**config.mk**
```make
export PLATFORM = sky130hd
export DESIGN_NAME = alu_pipe
export DESIGN_NICKNAME = d
export VERILOG_FILES = /design/src/rtl/alu_pkg.sv /design/src/rtl/alu_core.sv /design/src/rtl/alu_pipe.sv
export SDC_FILE = /design/constraint.sdc
export NUM_CORES = 1
export LEC_CHECK = 0
export BUFFER_PORTS_ARGS = -buffer_cell sky130_fd_sc_hd__buf_4
export CORE_UTILIZATION = 60
export DETAILED_ROUTE_END_ITERATION = 6
export PLACE_DENSITY = 0.86
export SYNTH_ARGS = -nofsm -noshare
export SYNTH_HDL_FRONTEND = slang
export SYNTH_HIERARCHICAL = 1
export SYNTH_SLANG_ARGS = --single-unit
```
**constraint.sdc**
```tcl
create_clock -name clk -period 4.2 [get_ports clk]
set_input_delay 0.42 -clock clk [delete_from_list [all_inputs] [get_ports clk]]
set_output_delay 0.42 -clock clk [all_outputs]
set_load 0.05 [all_outputs]
```
**src/rtl/alu_pkg.sv**
```systemverilog
// Shared definitions for the pipelined ALU: opcodes and status flag layout.
package alu_pkg;

  typedef enum logic [2:0] {
    OP_AND = 3'b000,
    OP_OR  = 3'b001,
    OP_XOR = 3'b010,
    OP_NOT = 3'b011,
    OP_ADD = 3'b100,
    OP_SUB = 3'b101,
    OP_SHL = 3'b110,
    OP_SHR = 3'b111
  } op_e;

  localparam int FLAG_W = 4;

  // Flag vector is {negative, zero, carry, overflow}
  localparam int FLG_N = 3;
  localparam int FLG_Z = 2;
  localparam int FLG_C = 1;
  localparam int FLG_V = 0;

endpackage

```
**src/rtl/alu_core.sv**
```systemverilog
// Purely combinational N-bit ALU: maps (op, x, y) to result and status flags.
module alu_core
  import alu_pkg::*;
#(
  parameter int N = 4
) (
  input  op_e               op,
  input  logic [N-1:0]      x,
  input  logic [N-1:0]      y,
  output logic [N-1:0]      z,
  output logic [FLAG_W-1:0] flags
);

  logic [N:0] sum;
  logic [N:0] diff;
  logic       carry;
  logic       ovf;

  // SUB carry is the inverted borrow, so it reads 1 when x >= y unsigned
  always_comb begin
    sum   = {1'b0, x} + {1'b0, y};
    diff  = {1'b0, x} - {1'b0, y};
    z     = '0;
    carry = 1'b0;
    ovf   = 1'b0;
    case (op)
      OP_AND: z = x & y;
      OP_OR:  z = x | y;
      OP_XOR: z = x ^ y;
      OP_NOT: z = ~x;
      OP_ADD: begin
        z     = sum[N-1:0];
        carry = sum[N];
        ovf   = (x[N-1] == y[N-1]) && (sum[N-1] != x[N-1]);
      end
      OP_SUB: begin
        z     = diff[N-1:0];
        carry = ~diff[N];
        ovf   = (x[N-1] != y[N-1]) && (diff[N-1] != x[N-1]);
      end
      OP_SHL: begin
        z     = {x[N-2:0], 1'b0};
        carry = x[N-1];
      end
      OP_SHR: begin
        z     = {1'b0, x[N-1:1]};
        carry = x[0];
      end
      default: z = '0;
    endcase
    flags        = '0;
    flags[FLG_N] = z[N-1];
    flags[FLG_Z] = (z == '0);
    flags[FLG_C] = carry;
    flags[FLG_V] = ovf;
  end

endmodule

```
**src/rtl/alu_pipe.sv**
```systemverilog
// Two-stage pipelined ALU with accumulator and valid/ready handshakes on both sides.
module alu_pipe
  import alu_pkg::*;
#(
  parameter int N = 4
) (
  input  logic              clk,
  input  logic              rst_n,
  input  logic              in_valid,
  output logic              in_ready,
  input  logic [2:0]        in_op,
  input  logic [N-1:0]      in_x,
  input  logic [N-1:0]      in_y,
  input  logic              in_acc_src,
  input  logic              in_acc_we,
  input  logic              acc_clr,
  output logic              out_valid,
  input  logic              out_ready,
  output logic [N-1:0]      out_z,
  output logic [FLAG_W-1:0] out_flags,
  output logic [N-1:0]      acc
);

  logic              s1_valid;
  op_e               s1_op;
  logic [N-1:0]      s1_x;
  logic [N-1:0]      s1_y;
  logic              s1_acc_src;
  logic              s1_acc_we;
  logic              s2_adv;
  logic              s1_adv;
  logic [N-1:0]      core_x;
  logic [N-1:0]      core_z;
  logic [FLAG_W-1:0] core_flags;

  assign s2_adv   = !out_valid || out_ready;
  assign s1_adv   = !s1_valid || s2_adv;
  assign in_ready = s1_adv;

  // X is resolved at the S1->S2 edge so a preceding accumulate is already visible
  assign core_x = s1_acc_src ? acc : s1_x;

  alu_core #(.N(N)) u_core (
    .op    (s1_op),
    .x     (core_x),
    .y     (s1_y),
    .z     (core_z),
    .flags (core_flags)
  );

  always_ff @(posedge clk or negedge rst_n) begin
    if (!rst_n) begin
      s1_valid   <= 1'b0;
      s1_op      <= OP_AND;
      s1_x       <= '0;
      s1_y       <= '0;
      s1_acc_src <= 1'b0;
      s1_acc_we  <= 1'b0;
    end else if (s1_adv) begin
      s1_valid <= in_valid;
      if (in_valid) begin
        s1_op      <= op_e'(in_op);
        s1_x       <= in_x;
        s1_y       <= in_y;
        s1_acc_src <= in_acc_src;
        s1_acc_we  <= in_acc_we;
      end
    end
  end

  always_ff @(posedge clk or negedge rst_n) begin
    if (!rst_n) begin
      out_valid <= 1'b0;
      out_z     <= '0;
      out_flags <= '0;
    end else if (s2_adv) begin
      out_valid <= s1_valid;
      if (s1_valid) begin
        out_z     <= core_z;
        out_flags <= core_flags;
      end
    end
  end

  // Clear takes priority over a simultaneous write
  always_ff @(posedge clk or negedge rst_n) begin
    if (!rst_n) begin
      acc <= '0;
    end else if (acc_clr) begin
      acc <= '0;
    end else if (s1_valid && s2_adv && s1_acc_we) begin
      acc <= core_z;
    end
  end

endmodule
```
[Yosys cells after proc, flatten, opt, wreduce, memory -nomap -nowiden]
Index checks and enable logic that the tools add are counted.
Word-level totals
  bits in registers: 27
  bits of input ports: 18
  output and inout port bits: 14
  logic and storage cells: 47
Cells by class
  add/sub/neg operators: 2
  equal/unequal tests: 11
  muxes and demuxes: 6
  bitwise operators: 5
  reduce and logical (&&, ||, !) cells: 13
Operator list (count)
  4-bit one-hot mux with 8 select lines: 1
  3-bit == test, second input constant: 4
  4-bit two-way mux: 3
  3-bit by 2-bit == test with 1-bit output, second input constant: 2
  4-bit by 4-bit adder with 5-bit output: 1
  4-bit by 4-bit subtractor with 5-bit output: 1
  4-bit bitwise AND: 1
  1-bit logical AND: 4
  4-bit zero test: 1
  4-bit NOT: 1
  4-bit OR: 1
  1-bit one-hot mux with 4 select lines: 1
  2-bit AND reduction: 2
  4-bit XOR: 1
  3-bit by 1-bit == test with 1-bit output, second input constant: 1
  3-bit zero test: 1
  1-bit inequality test: 3
  1-bit zero test: 2
  1-bit logical OR: 2
  1-bit one-hot mux with 2 select lines: 1
  2-bit nonzero test: 1
  1-bit == test: 1
  1-bit NOT: 1

[Depth between registers and ports, before layout]
Gate-level depths: netlist of run 1.
  depth after elaboration: 6
  mapped depth: 11
  mapped depth without buffers: 10

[Hierarchy]
Netlist of run 1, hierarchy kept.
Modules (own cells, without submodules)
  alu_pipe: instances 1, cells each 74, area each 1162.4 sq um, sequential area each 675.6 sq um
  alu_core: instances 1, cells each 96, area each 742.0 sq um, sequential area each 0.0 sq um

[Least setup slack after synthesis of run 1]
No wires, ideal clock.
  path type: reg-to-reg
  start: register acc[0]
  end: register out_flags[1]
  library setup time: 0.125 ns
  arrival: 2.825 ns
  required time: 4.075 ns
  path slack: 1.251 ns
  cell stages (with the launch flop): 10
  path buffers: 1
  period minus slack after synthesis: 2.949 ns
  cells stage by stage: dfrtp_1 -> mux2_2 -> ha_1 -> fa_1 -> a21o_1 -> a21o_1 -> mux4_2 -> and2_1 -> buf_4 -> mux2_2
On the way
  longest elaborated chain between the ends: 4
  elaborated cells on any way between the ends: 5
Ends and longest elaborated chain
  start, declared: line alu_pipe.sv:21  | output logic [N-1:0] acc
  start signal, assigned: line alu_pipe.sv:92  | acc <= core_z;
  4-bit two-way mux *: line alu_pipe.sv:41  | assign core_x = s1_acc_src ? acc : s1_x;
  named net core_x[0]: line alu_pipe.sv:32  | logic [N-1:0] core_x;
  4-bit by 4-bit subtractor with 5-bit output: line alu_core.sv:22  | diff = {1'b0, x} - {1'b0, y};
  1-bit NOT: line alu_core.sv:38  | carry = ~diff[N];
  1-bit one-hot mux with 4 select lines *: line alu_core.sv:26  | case (op)
  named net u_core.carry: line alu_core.sv:16  | logic carry;
  end signal, assigned: line alu_pipe.sv:80  | out_flags <= core_flags;
  end, declared: line alu_pipe.sv:20  | output logic [FLAG_W-1:0] out_flags,
Mark *: on every way through the listed nets, which the timed path passes. The rest lies on a longest branch.
A chain may end at the register's enable or synchronous reset.

[Worst setup path after layout of run 1]
  start: register s1_acc_src
  end: register out_flags[1]
On the way
  longest elaborated chain between the ends: 4
  elaborated cells on any way between the ends: 5
Ends and longest elaborated chain
  start, declared: line alu_pipe.sv:28  | logic s1_acc_src;
  start signal, assigned: line alu_pipe.sv:65  | s1_acc_src <= in_acc_src;
  4-bit two-way mux *: line alu_pipe.sv:41
  named net core_x[0]: line alu_pipe.sv:32
  4-bit by 4-bit subtractor with 5-bit output: line alu_core.sv:22
  1-bit NOT: line alu_core.sv:38
  1-bit one-hot mux with 4 select lines *: line alu_core.sv:26
  named net core_flags[1]: line alu_pipe.sv:34  | logic [FLAG_W-1:0] core_flags;
Marks and branches as above.

==> flow_summary.json, run 1 <==
{
  "vias": 1426,
  "final_cell_mix": "31 x buf_4, 27 x dfrtp_1, 15 x mux2_2",
  "wl_per_cell_um": 17.6,
  "grt_pass1_wl_mm": 6.77,
  "grt_max_degree": 28,
  "die_area_mm2": 0.00340,
  "layout-drive-gt1-share_pct": 35.4,
  "synth-warning-count": 6,
  "synthArstFlopShare_pct": 100,
  "p_leak_uw": 0.00102,
  "setup_viol": 0,
  "layout_commonest_cell": "buf_4",
  "fp.coreArea_mm2": 0.00303,
  "ys_ff_latch": 27,
  "endpoint_kind": "flip-flop",
  "drt-initial-drc-count": 118,
  "yosys.area.top_type_share_pct": 35.5,
  "p_sw_share_pct": 44.9,
  "area_growth_syn_to_layout_pct": 12.0,
  "overflow": 0,
  "pwr-share-comb_pct": 54.2,
  "tightestPinTransition_ps": 691,
  "gp_congestion": 0.933,
  "register_area_um2": 676,
  "status": "complete, no violations",
  "drt_drc_violations_left": 0,
  "holdPathStages": 2,
  "n_antenna_cell": 0,
  "drt_pass1_iterations": 4,
  "rsz0062_at_grt": "no",
  "start_util_pct": 62.9,
  "die_x_um": 58.3,
  "worst-endpoint-arrival_ps": 3130,
  "r2r-end": "out_flags[1]",
  "peakVddDrop_v": 0.000407,
  "clock_sinks": 27,
  "fillCellCount": 214,
  "clock.fmax_mhz": 344,
  "grt_use_total_pct": 26.6,
  "synth-edff-count": 0,
  "syn-num-nets": 202,
  "relSlewSlack_pct": 54.0,
  "syn_area_mm2": 0.00190,
  "yosysTopAreaCell": "dfrtp_1",
  "r2r_slack_ps": 1290,
  "grt_pass1_vias": 1377,
  "pin_count": 32,
  "setup_tns_ps": 0,
  "cts_root_buf": "clkbuf_4",
  "worstSetupStartpoint": "s1_acc_src",
  "synth_area_leaders": "dfrtp_1 35%, mux2_2 8.9%, ha_1 7.9%",
  "numCtsBuffers": 3,
  "hp-class": "input pin to flip-flop",
  "p_seq_share_pct": 35.4,
  "start_kind": "flip-flop",
  "critPathCapture": "out_flags[1]",
  "timing.rr.start": "s1_acc_src",
  "rows": 20,
  "viasPerCell": 5.97,
  "cp_max_fo": 5,
  "die_height_um": 58.3,
  "required_ps": 4420,
  "cts_tree": "done",
  "critPathKind": "flip-flop to flip-flop",
  "switchingPower_uw": 477,
  "synth.distinct_cells": 50,
  "antenna_found_initial": 0,
  "path_clk_slew_ps": 150,
  "worst_skew_pair.late_latency_ps": 320,
  "totalWireLength_mm": 4.21,
  "p_clk_share_pct": 10.4,
  "nNetsFinal": 228,
  "h-tree-depth": 1,
  "place_hpwl_mm": 3.15,
  "fin_skew_ps": 7.03,
  "synthFlopType": "dfrtp_1",
  "syn_inst": 170,
  "slew_viol_final": 0,
  "intPower_uw": 585,
  "reg2reg_depth": 8,
  "multi_input_area_mm2": 0.00110,
  "final.min_clock_period_ps": 2910,
  "final_hold_viol_count": 0,
  "synth_area_per_cell_um2": 11.2,
  "period_share_pct": 69.3,
  "utilization_pct": 70.5,
  "antenna_left": 0,
  "drv_cap": 0,
  "port_buffers": 31,
  "p_per_area_mw_per_mm2": 498,
  "cts_resized": 0,
  "clock_path_buffers": 2,
  "synth-seq-area-share_pct": 35.5
}
[power groups by stage]
stage / clock network [uW] / registers, uW / logic, uW
floorplan: 0 / 486 / 325
global placement: 0 / 376 / 549
detailed placement: 0 / 381 / 566
CTS: 113 / 375 / 570
global route: 124 / 385 / 607
finish: 111 / 376 / 575
[flip-flops by register name, indices dropped and copies added, names as in the netlist]
name	cells
acc	4
s1_valid	1
out_flags	4
s1_acc_src	1
s1_x	4
s1_op	3
s1_y	4
s1_acc_we	1
out_valid	1
out_z	4
[cell type report]
type / instances / share of cell area (%)
clock buffer: 3 / 1.06
clock inverter: 1 / 0.235
inverter: 9 / 1.58
multi-input combinational: 123 / 51.5
sequential: 27 / 31.7
tap: 44 / 2.58
timing repair buffer: 32 / 11.4
[through the flow]
step                      area (um2)  std cells  worst slack [ps]  total power, uW  hold slack (ps)
after global routing            2130        239              1210             1120              244
after CTS                       2130        239              1330             1060              249
after floorplan                 1900        170              1250              811              124
after global placement          2100        234              1440              925              338
final                           2130        239              1290             1060              251
after detailed placement        2100        234              1360              947              353
[worst min-delay path by stage]
stage | startpoint | end | slack [ps]
2_1_floorplan | rst_n | acc[0] | 120
3_3_place_gp | rst_n | s1_y[2] | 340
3_5_place_dp | rst_n | s1_y[2] | 350
4_1_cts | acc_clr | acc[3] | 250
5_1_grt | acc_clr | acc[2] | 240
6_report | acc_clr | acc[3] | 250
[critical path, cell delays in order, from the launching register on]
cell	delay, ps
dfrtp_1	470
mux2_2	420
ha_1	270
fa_1	430
a21o_1	190
a21o_1	160
mux4_2	440
and2_1	160
mux2_2	250
[per-layer routing]
layer  part of all wire, %  global-route usage (%)
met4                  0.81                    4.42
met3                   4.9                    2.86
met2                    51                    44.5
met5                     0                       0
met1                    44                    38.3
[cell families after synthesis]
logic type | synth area share, %
AOI/OAI and AO/OA | 13.7
adders and majority gates | 9.99
muxes | 19.0
buffers and inverters | 6.83
xor gates and xnor gates | 1.84
DFF | 35.5
and+or+nand+nor | 13.1
[Yosys cell counts, types with 3 or more instances]
master,count
a211oi_1,4
a21o_1,4
a21oi_1,10
buf_4,6
dfrtp_1,27
ha_1,12
inv_1,8
mux2_2,15
mux2_4,10
nand2_1,4
nand4_1,4
nor2_1,9
nor2b_1,3
o21ai_0,6
o32a_1,3
xnor2_1,3
[what timing repair did]
action                     CTS  global route
hold buffers                 1             0
buffers inserted             0             0
hold endpoints to repair    27             0
setup endpoints to repair    0             0
(Power assumes the default switching activity.)
==> inputs of run 2 (changes only) <==
Settings changed: ABC_AREA set to 1, CORE_UTILIZATION 60 to 57, PLACE_DENSITY 0.86 to 0.82.
Clock period 4.2 ns to 2.9 ns, I/O delays scaled along.
==> flow_summary.json, run 2 <==
{
  "die_x_um": 60.9,
  "totalWireLength_mm": 4.50,
  "met3_usage_pct": 5.76,
  "synth_fa_ha_area_share_pct": 9.62,
  "clock_path_buffers": 2,
  "synth_area_per_cell_um2": 7.38,
  "gr-usage-met1_pct": 33.8,
  "gp_congestion": 1.12,
  "hp-class": "input pin to flip-flop",
  "antenna_left": 0,
  "fp.coreArea_mm2": 0.00334,
  "drv_cap": 0,
  "synthArstFlopShare_pct": 100,
  "cts_root_buf": "clkbuf_4",
  "use_met2_pct": 46.6,
  "layout_commonest_cell": "nand2_1",
  "port_buffers": 31,
  "setup_viol": 0,
  "fin_skew_ps": 6.36,
  "place_hpwl_mm": 3.49,
  "status": "complete, no violations",
  "die_area_mm2": 0.00371,
  "fillCellCount": 311,
  "tightestPinTransition_ps": 625,
  "endpoint_kind": "flip-flop",
  "syn-num-nets": 300,
  "final_cell_area_mm2": 0.00221,
  "cp_max_fo": 5,
  "pin_count": 32,
  "critPathKind": "flip-flop to flip-flop",
  "synth-seq-area-share_pct": 34.2,
  "wl_per_cell_um": 13.3,
  "syn_inst": 268,
  "die_height_um": 60.9,
  "vias": 1779,
  "grt_use_total_pct": 27.0,
  "relSlewSlack_pct": 58.3,
  "n_antenna_cell": 0,
  "top_usage_layer": "met2",
  "cts_setup_buffers": 0,
  "synth.most_common_cell": "nand2_1",
  "place_area_mm2": 0.00217,
  "cts_tree": "done",
  "viasPerCell": 5.25,
  "p_leak_uw": 0.00123,
  "clock.fmax_mhz": 418,
  "grt_pass1_vias": 1628,
  "start_kind": "flip-flop",
  "synth-edff-count": 0,
  "synth_mux_area_share_pct": 2.28,
  "h-tree-depth": 1,
  "antenna_found_initial": 0,
  "start_util_pct": 59.2,
  "peakVddDrop_v": 0.000378,
  "setup_tns_ps": 0,
  "synthSimpleGateAreaFrac_pct": 39.2,
  "cts_resized": 0,
  "synth_top_family_by_area": "simple AND/OR/NAND/NOR gates",
  "clock_sinks": 27,
  "layout-drive-gt1-share_pct": 20.5,
  "power.total_uw": 1650,
  "syn_area_mm2": 0.00198,
  "final_hold_viol_count": 0,
  "synth_area_leaders": "dfrtp_1 34%, nand2_1 17%, nand3_1 9.4%",
  "period_share_pct": 82.5,
  "required_ps": 3130,
  "numCtsBuffers": 3,
  "slew_viol_final": 0,
  "final_cell_mix": "88 x nand2_1, 37 x nand3_1, 31 x buf_4",
  "ys_ff_latch": 27,
  "timing.hold.ws_ps": 194,
  "yosysTopAreaCell": "dfrtp_1",
  "ys_top_cells_by_count": "88 x nand2_1, 37 x nand3_1, 27 x dfrtp_1",
  "drt-initial-drc-count": 96,
  "cts_hold_buf": 1,
  "worst-endpoint-arrival_ps": 2620,
  "yosys.area.top_type_share_pct": 34.2,
  "rows": 21,
  "final.min_clock_period_ps": 2390,
  "drt_pass1_iterations": 4,
  "synth_compound_area_share_pct": 2.97,
  "path_clk_slew_ps": 140,
  "area_growth_syn_to_layout_pct": 11.6,
  "rsz0062_at_grt": "no",
  "nNetsFinal": 326,
  "synthFlopType": "dfrtp_1",
  "worst_skew_pair.late_latency_ps": 320,
  "synth.distinct_cells": 27,
  "utilization_pct": 66.1,
  "drt_drc_violations_left": 0,
  "grt_max_degree": 28,
  "overflow": 0,
  "grt_pass1_wl_mm": 7.29,
  "yosys.area_share.xor_xnor_pct": 0.886,
  "synth-warning-count": 6,
  "p_per_area_mw_per_mm2": 748
}
[run 2: cell types whose count changed after synthesis, moves of 7 or more]
cell	delta
mux2_4	-10
inv_1	+16
nand2_1	+84
nor2_1	+14
mux2_2	-11
a21oi_1	-7
nand3_1	+35
[run 2: area by class of cell]
class,count,area [um2],share of cell area [%]
multi-input combinational,200,1090,49.3
sequential,27,676,30.6
timing repair buffer,32,243,11.0
inverter,30,115,5.22
tap,46,57.6,2.61
clock buffer,3,22.5,1.02
clock inverter,1,5.00,0.227
[run 2: path summary, 6_finish.rpt]
kind / cells past startpoint / startpoint / slack (ps) / to
max in group asynchronous: 2 / rst_n / 2230 / s1_y[1]
setup reg to reg: 14 / s1_acc_src / 510 / out_flags[2]
min in group asynchronous: 2 / rst_n / 420 / out_z[1]
setup / recovery: 14 / s1_acc_src / 510 / out_flags[2]
hold / removal: 3 / in_y[2] / 190 / s1_y[2]
hold reg to reg: 2 / s1_x[0] / 500 / s1_x[0]
[run 2: logic make-up after synthesis]
kind of cell               Yosys count
and+or+nand+nor                    169
xor gates and xnor gates             2
muxes                                4
adders and majority gates           14
DFF                                 27
AOI/OAI and AO/OA                   11
buffers and inverters               41
[run 2: power breakdown]
group	switching (uW)	total [uW]	internal, uW
clock	104	156	51.6
combinational	628	925	297
sequential	100	568	468
total	833	1650	817
[run 2: through the flow]
stage,setup WS [ps],std cells
detailed placement,544,334
CTS,525,339
floorplan,570,268
global route,356,339
global placement,546,334
finish,509,339
[run 2: layer usage]
| metal | vias up | wire (um) |
|---|---|---|
| li1 | 895 | - |
| met1 | 798 | 1880 |
| met2 | 77 | 2250 |
| met3 | 9 | 303 |
| met4 | 0 | 71 |
| met5 | - | 0 |
[run 2: critical path: stages, from the launching register on]
cell,delay (ps)
dfrtp_1,460
mux2_2,370
inv_1,170
ha_1,250
fa_1,420
inv_1,60
nand4_1,80
nand2_1,100
nor2_1,50
nand3_1,80
nor2_1,40
nand2_1,60
nor2_2,30
nand3_1,70
nand2_1,50
==> inputs of run 3 (changes only) <==
Settings changed: CORE_UTILIZATION 57 to 51, PLACE_DENSITY 0.82 to 0.78.
Clock period 2.9 ns to 2.05 ns, I/O delays scaled along.
==> flow_summary.json, run 3 (same netlist as run 2, synthesis figures left out) <==
{
  "status": "complete, but fails checks",
  "violations": "setup timing",
  "met1_length_mm": 2.17,
  "pwr-share-comb_pct": 59.8,
  "grt_pass1_vias": 1807,
  "die_height_um": 64.3,
  "hp-class": "input pin to flip-flop",
  "area_growth_syn_to_layout_pct": 29.4,
  "antenna_found_initial": 0,
  "totalWireLength_mm": 5.00,
  "timing.hold.ws_ps": 149,
  "final_hold_viol_count": 0,
  "die_x_um": 64.3,
  "worst-endpoint-arrival_ps": 2470,
  "worstHoldEndpoint": "s1_x[3]",
  "drt_pass1_iterations": 4,
  "p_per_area_mw_per_mm2": 1090,
  "tightestPinTransition_ps": 536,
  "fillCellCount": 320,
  "critPathKind": "flip-flop to flip-flop",
  "endpoint_kind": "flip-flop",
  "met2_length_mm": 2.36,
  "setup_viol": 9,
  "cts_root_buf": "clkbuf_8",
  "drt_drc_violations_left": 0,
  "rsz0062_at_grt": "yes",
  "p_seq_share_pct": 29.0,
  "place_hpwl_mm": 3.54,
  "intPower_uw": 1440,
  "numCtsBuffers": 3,
  "fp.coreArea_mm2": 0.00369,
  "multi_input_area_mm2": 0.00123,
  "antenna_left": 0,
  "drt-initial-drc-count": 121,
  "h-tree-depth": 1,
  "grt_max_degree": 28,
  "reg2reg_depth": 14,
  "utilization_pct": 69.3,
  "pin_count": 32,
  "layout-drive-gt1-share_pct": 37.5,
  "grt_pass1_wl_mm": 8.14,
  "n_antenna_cell": 0,
  "drv_cap": 0,
  "post-place-ws_ps": -205,
  "gp_congestion": 0.939,
  "die_area_mm2": 0.00413,
  "fin_skew_ps": 3.29,
  "vias": 1951,
  "cp_max_fo": 4,
  "top_layer": "met4",
  "switchingPower_uw": 1340,
  "r2r_slack_ps": -200,
  "viasPerCell": 5.37,
  "place_inst": 350,
  "p_leak_uw": 0.00136,
  "p_sw_share_pct": 48.2,
  "start_kind": "flip-flop",
  "holdPathStages": 3,
  "timing.rr.start": "s1_acc_src",
  "slew_viol_final": 0,
  "start_util_pct": 53.6,
  "clock_sinks": 27,
  "final.min_clock_period_ps": 2250,
  "hold_start": "in_x[3]",
  "overflow": 0,
  "peakVddDrop_v": 0.000730,
  "power.total_uw": 2780,
  "rows": 22,
  "wl_per_cell_um": 13.8,
  "fin_cells": 363,
  "clock_path_buffers": 2,
  "clock.fmax_mhz": 444,
  "port_buffers": 31,
  "layout_commonest_cell": "nand2_1",
  "nNetsFinal": 348,
  "r2r-end": "out_flags[2]",
  "period_share_pct": 110,
  "final_cell_mix": "86 x nand2_1, 51 x buf_4, 33 x nand3_1",
  "dr_wl_met3_um": 290,
  "setup_slack_ps": -200,
  "cts_tree": "done",
  "register_area_um2": 682,
  "grt_use_total_pct": 25.8,
  "path_clk_slew_ps": 90,
  "p_clk_share_pct": 11.3,
  "required_ps": 2270,
  "worst_skew_pair.late_latency_ps": 280,
  "relSlewSlack_pct": 64.3
}
[run 3: cell types whose count changed in the layout (fill, tap and decap cells not counted), moves of 6 or more]
cell / previous run / this run
buf_4: 31 / 51
inv_1: 24 / 15
ha_1: 12 / 4
inv_2: 5 / 11
[run 3: how the worst max path moves through the flow]
stage	depth (start not counted)	from	slack [ps]	end
floorplan	14	acc[0]	-70	out_flags[2]
global placement	14	s1_acc_src	-160	out_flags[2]
detailed placement	14	s1_acc_src	-210	out_flags[2]
CTS	14	s1_acc_src	-170	out_flags[2]
global route	11	s1_acc_src	-290	out_flags[1]
finish	14	s1_acc_src	-200	out_flags[2]
[run 3: area by class of cell]
class | count | area share [%]
repair buffers | 54 | 16.2
inverters | 30 | 4.79
clock inverters | 1 | 0.294
clock buffers | 3 | 1.61
multi-input cells | 200 | 48.0
flip-flops and latches | 27 | 26.7
well taps | 48 | 2.35
[run 3: repair_timing]
item                                    4_1_cts  5_1_grt
resized for setup                            21       15
setup buffers                                 5        3
pin swaps                                     4        7
endpoints found under the setup margin       10       12
hold endpoints to repair                     27        0
hold buffers                                  1        0
cloned                                        0        0
[run 3: through the flow]
| step | cell area, um2 | TNS, ps |
|---|---|---|
| floorplan | 2030 | -161 |
| global placement | 2330 | -574 |
| detailed placement | 2330 | -1090 |
| CTS | 2500 | -576 |
| global route | 2560 | -2030 |
| finish | 2560 | -957 |
[run 3: routing by layer]
metal,vias to the layer above,GRT usage (%)
li1,947,-
met1,888,33.8
met2,93,41.8
met3,23,2.50
met4,0,13.3
met5,-,0
[run 3: power by group through the flow]
stage	Sequential [uW]	Combinational (uW)	Clock (uW)
floorplan	1100	748	0
global placement	814	1410	0
CTS	806	1570	317
finish	806	1660	313
detailed placement	814	1430	0
global route	825	1790	342
[run 3: critical path: stages (launching register included)]
cell	delay (ps)
dfrtp_2	450
mux2_4	250
inv_4	40
ha_4	160
fa_1	480
inv_1	40
nand4_1	80
nand2_1	80
nor2_2	100
nand3_2	110
nor2_1	110
nand2_1	80
nor2_2	70
nand3_1	70
nand2_1	70
